### src/rtl/pwm_multi_channel.sv
// Multi-channel PWM generator with one shared prescaled period counter.
// Period/duty writes are shadowed and applied only at a period wrap.
module pwm_multi_channel #(
    parameter int CH    = 5,
    parameter int CNT_W = 8,
    parameter int PRE_W = 8
) (
    input  logic                clk,
    input  logic                reset_n,
    input  logic                i_enable,
    input  logic [PRE_W-1:0]    i_prescale,
    input  logic [CNT_W-1:0]    i_period,
    input  logic [CH*CNT_W-1:0] i_duty,
    input  logic [CH-1:0]       i_polarity,
    input  logic                i_load,
    output logic [CH-1:0]       o_pwm,
    output logic                o_period_end,
    output logic                o_load_ack
);

    typedef enum logic {
        IDLE = 1'b0,
        RUN  = 1'b1
    } state_e;

    state_e              state_q, state_d;
    logic [PRE_W-1:0]    pre_q, pre_d;
    logic [CNT_W-1:0]    cnt_q, cnt_d;
    logic [CNT_W-1:0]    per_a_q, per_a_d;
    logic [CNT_W-1:0]    per_s_q, per_s_d;
    logic [CH*CNT_W-1:0] duty_a_q, duty_a_d;
    logic [CH*CNT_W-1:0] duty_s_q, duty_s_d;
    logic                pend_q, pend_d;
    logic [CH-1:0]       pwm_q, pwm_d;
    logic                pe_q, pe_d;
    logic                ack_q, ack_d;

    logic                tick;
    logic                wrap;
    logic [CH-1:0]       act;

    assign tick = (pre_q == i_prescale);

    // Raw per-channel activity before polarity; duty > period saturates to 100%.
    always_comb begin
        act = '0;
        for (int k = 0; k < CH; k++) begin
            act[k] = (cnt_q < duty_a_q[k*CNT_W +: CNT_W]);
        end
    end

    always_comb begin
        state_d  = state_q;
        pre_d    = pre_q;
        cnt_d    = cnt_q;
        per_a_d  = per_a_q;
        per_s_d  = per_s_q;
        duty_a_d = duty_a_q;
        duty_s_d = duty_s_q;
        pend_d   = pend_q;
        pwm_d    = pwm_q;
        pe_d     = 1'b0;
        ack_d    = 1'b0;
        wrap     = 1'b0;

        unique case (state_q)
            IDLE: begin
                pre_d = '0;
                cnt_d = '0;
                pwm_d = i_polarity;
                if (i_load) begin
                    per_a_d  = i_period;
                    duty_a_d = i_duty;
                    pend_d   = 1'b0;
                    ack_d    = 1'b1;
                end
                if (i_enable) begin
                    state_d = RUN;
                end
            end
            RUN: begin
                if (!i_enable) begin
                    state_d = IDLE;
                    pre_d   = '0;
                    cnt_d   = '0;
                    pwm_d   = i_polarity;
                    if (i_load) begin
                        per_s_d  = i_period;
                        duty_s_d = i_duty;
                        pend_d   = 1'b1;
                    end
                end else begin
                    pwm_d = act ^ i_polarity;
                    if (tick) begin
                        pre_d = '0;
                        if (cnt_q >= per_a_q) begin
                            wrap  = 1'b1;
                            cnt_d = '0;
                            pe_d  = 1'b1;
                        end else begin
                            cnt_d = cnt_q + CNT_W'(1);
                        end
                    end else begin
                        pre_d = pre_q + PRE_W'(1);
                    end

                    // A load landing on the wrap cycle bypasses the shadow.
                    if (i_load && wrap) begin
                        per_a_d  = i_period;
                        duty_a_d = i_duty;
                        per_s_d  = i_period;
                        duty_s_d = i_duty;
                        pend_d   = 1'b0;
                        ack_d    = 1'b1;
                    end else if (wrap && pend_q) begin
                        per_a_d  = per_s_q;
                        duty_a_d = duty_s_q;
                        pend_d   = 1'b0;
                        ack_d    = 1'b1;
                    end else if (i_load) begin
                        per_s_d  = i_period;
                        duty_s_d = i_duty;
                        pend_d   = 1'b1;
                    end
                end
            end
            default: begin
                state_d = IDLE;
            end
        endcase
    end

    always_ff @(posedge clk or negedge reset_n) begin
        if (!reset_n) begin
            state_q  <= IDLE;
            pre_q    <= '0;
            cnt_q    <= '0;
            per_a_q  <= '0;
            per_s_q  <= '0;
            duty_a_q <= '0;
            duty_s_q <= '0;
            pend_q   <= 1'b0;
            pwm_q    <= '0;
            pe_q     <= 1'b0;
            ack_q    <= 1'b0;
        end else begin
            state_q  <= state_d;
            pre_q    <= pre_d;
            cnt_q    <= cnt_d;
            per_a_q  <= per_a_d;
            per_s_q  <= per_s_d;
            duty_a_q <= duty_a_d;
            duty_s_q <= duty_s_d;
            pend_q   <= pend_d;
            pwm_q    <= pwm_d;
            pe_q     <= pe_d;
            ack_q    <= ack_d;
        end
    end

    assign o_pwm        = pwm_q;
    assign o_period_end = pe_q;
    assign o_load_ack   = ack_q;

endmodule

### config.mk
export PLATFORM = sky130hd
export DESIGN_NAME = pwm_multi_channel
export DESIGN_NICKNAME = d
export VERILOG_FILES = /design/src/rtl/pwm_multi_channel.sv
export SDC_FILE = /design/constraint.sdc
export NUM_CORES = 1
export LEC_CHECK = 0
export BUFFER_PORTS_ARGS = -buffer_cell sky130_fd_sc_hd__buf_2
export CORE_MARGIN = 5
export CORE_UTILIZATION = 51
export CTS_BUF_LIST = sky130_fd_sc_hd__clkbuf_16
export DETAILED_ROUTE_END_ITERATION = 10
export GPL_TIMING_DRIVEN = 0
export HOLD_SLACK_MARGIN = 0.02
export PLACE_DENSITY = 0.74
export SLEW_MARGIN = 20
export SYNTH_ARGS = -nofsm -noshare
export SYNTH_HDL_FRONTEND = slang
export SYNTH_SLANG_ARGS = --single-unit
### constraint.sdc
create_clock -name clk -period 2.2 [get_ports clk]
set_input_delay 0 -clock clk [delete_from_list [all_inputs] [get_ports clk]]
set_output_delay 0 -clock clk [all_outputs]
set_load 0.03 [all_outputs]
==> flow_summary.toml <==
[synthesis]
syn_inst = 573
yosys_warnings = 0
ys_types = 35
synthesis.nets = 683
ys_ff_latch = 121
yosysSeqAreaShare_pct = 48.2
synth_top_area_share_pct = 48.2
yosysTopAreaCell = "dfrtp_1"
avgSynthCellArea_um2 = 11.0
synth_edf_count = 0
async_flop_share_pct = 100
synthTopCellsByArea = "dfrtp_1, ha_1, mux2_2"
synth_area_mm2 = 0.00628
synth-main-ff-cell = "dfrtp_1"

[layout]
antenna_cells = 0
final_common_cell = "dfrtp_1"
finalNetCount = 853
layout_common_cells = "dfrtp_1, buf_2, nand2_1"
fin_cells = 924
area_delta_synth_final_pct = 35.0
final_core_util_pct = 70.3
drive_gt1_share_pct = 29.6

[timing]
slew_viol_final = 0
slew_headroom_pct = 53.5
skew_ns = 0.0106
rsz0062_at_grt = "true"
setup_viol = 49
tightest_slew_ns = 0.698
fin_ws_ns = -0.117
finalCriticalPeriod_ns = 2.32
finalHoldViolCount = 0
finalCritPeriodShare_pct = 105
max_freq_ghz = 0.432

[clocking]
cts_root_buf = "clkbuf_16"
clkLatencyLatePin_ns = 0.42
clk_path_buf_depth = 2
cts_buffers = 17
clock_sinks = 121
htreeDepth = 4
cts_tree = "done"
clk_pin_slew_ns = 0.06

[status]
violations = "negative setup slack"
status = "finished, violations left"

[drt]
drt-total-wl_mm = 15.1
route.detailed.drc = 0
drtIter0Drc = 232
vias = 4863
viasPerCell = 5.26
drtPass1Iterations = 4
ant_nets = 0
wl_per_cell_um = 16.3

[worst_setup_path]
crit_type = "flip-flop to flip-flop"
cpPeakStageDelay_ns = 0.42
crit_required_ns = 2.50
slowest_stage = "dfrtp_2"
cp.arrival_ns = 2.61
worstPathCellList = "ha_1 -> nand4_1 -> o31ai_4 -> a31o_4 -> buf_12 -> clkbuf_16 -> mux2i_2 -> o21ai_1"
worst-path-max-fanout = 9
startpoint_type = "flip-flop"
end_kind = "flip-flop"

[global_routing]
grt-ovfl-total = 0
antenna_found_initial = 0
first_global_vias = 5040
grt_max_degree = 65
grt_use_total_pct = 21.2
grt_pass1_wl_mm = 24.2

[die]
die_h_um = 121
die_area_mm2 = 0.0146
start_util_pct = 52.1
rows = 40
io_pins = 72
die_w_um = 121
core_mm2 = 0.0121

[power_and_ir_drop]
p_per_area_mw_per_mm2 = 766
peakVddDrop_v = 0.000473
p_leak_nw = 4.17

[min_path]
hold_path.class = "input port to asynchronous set/reset pin"

[placement]
routabilityCongestion = 0.784
port_buffers = 71
dp_hpwl_mm = 9.30
placed_cells = 813

[job]
maxCapViolations = 0
## critical path: cells and delay by family, from the launching register on
family	cells	cell delay [ns]
AO/OA/AOI/OAI	3	0.77
flip-flops	1	0.42
buffers and inverters	2	0.32
adder cells (fa/ha/maj)	1	0.30
multiplexers	1	0.23
AND/OR/NAND/NOR	1	0.16
## synthesized netlist by cell type, types with 2 or more instances
master / count
dfrtp_1: 121
nand2_1: 67
mux2_2: 48
mux2i_1: 48
inv_1: 47
ha_1: 45
o21ai_0: 43
o21ai_1: 20
a21oi_1: 13
xor2_1: 13
clkbuf_1: 12
nand2b_1: 12
nand3_1: 12
nor2_1: 12
a21o_1: 11
xnor2_1: 8
and3_1: 6
a211oi_1: 5
buf_2: 4
nor3_1: 4
buf_12: 3
buf_6: 3
and2_1: 2
o21a_1: 2
or3_1: 2
## report_power, final
group	switching, W	internal, W
logic	0.000559	0.000605
registers	0.000165	0.00253
clock network	0.000991	0.00164
## cell families (layout without fill, tap and decap cells)
logic type / Yosys count / count (layout) / synth area share, %
muxes: 96 / 96 / 16.3
DFF: 121 / 121 / 48.2
xor gates and xnor gates: 21 / 21 / 2.93
adders and majority gates: 45 / 45 / 8.97
buffers and inverters: 69 / 252 / 5.34
and+or+nand+nor: 122 / 122 / 8.93
AOI/OAI and AO/OA: 99 / 99 / 9.36
## final timing paths
| check | slack [ns] | endpoint | cells past startpoint | startpoint |
|---|---|---|---|---|
| setup / recovery | -0.12 | per_a_q[6]$_DFFE_PN0P_ | 8 | cnt_q[6]$_DFFE_PN0P_ |
| hold / removal | 0.13 | pre_q[7]$_DFF_PN0_ | 2 | reset_n |
| setup reg to reg | -0.12 | per_a_q[6]$_DFFE_PN0P_ | 8 | cnt_q[6]$_DFFE_PN0P_ |
| hold reg to reg | 0.48 | duty_a_q[33]$_DFFE_PN0P_ | 2 | duty_a_q[33]$_DFFE_PN0P_ |
| max in group asynchronous | 1.37 | duty_a_q[29]$_DFFE_PN0P_ | 3 | reset_n |
| min in group clk | 0.27 | cnt_q[4]$_DFFE_PN0P_ | 6 | i_prescale[6] |
## layer usage
layer,wire length (um),GRT usage (%)
met5,0,0
met1,6180,24.9
met4,354,7.58
met3,661,5.08
met2,7890,37.5
## layout make-up
type                            count  area [um2]
Fill cell                         810        3580
Multi-Input combinational cell    383        3050
Inverter                           47         176
Clock buffer                       17         425
Timing Repair Buffer              152        1240
Sequential cell                   121        3040
Clock inverter                     15         135
Tap cell                          168         210
Buffer                             21         203
## through the flow
| stage | cell area [um2] | power, W | hold WS [ns] | setup WS, ns | TNS (ns) |
|---|---|---|---|---|---|
| 6_report | 8480 | 0.00649 | 0.134 | -0.117 | -2.73 |
| 3_5_place_dp | 6890 | 0.00369 | 0.00755 | -0.679 | -31.47 |
| 5_1_grt | 8480 | 0.00683 | 0.177 | -0.216 | -7.45 |
| 3_3_place_gp | 6850 | 0.00361 | 0.161 | -0.600 | -65.66 |
| 4_1_cts | 8290 | 0.00646 | 0.140 | -0.0803 | -2.14 |
| 2_1_floorplan | 6290 | 0.00337 | -0.296 | -0.0300 | -0.596 |
## timing repair
item / CTS / global route
pin swaps: 6 / 7
endpoints found under the hold margin: 163 / 0
buffers inserted: 18 / 2
hold buffers: 56 / 0
endpoints found under the setup margin: 57 / 76
resized for setup: 51 / 44
gates cloned: 1 / 3
(Power assumes the default switching activity.)
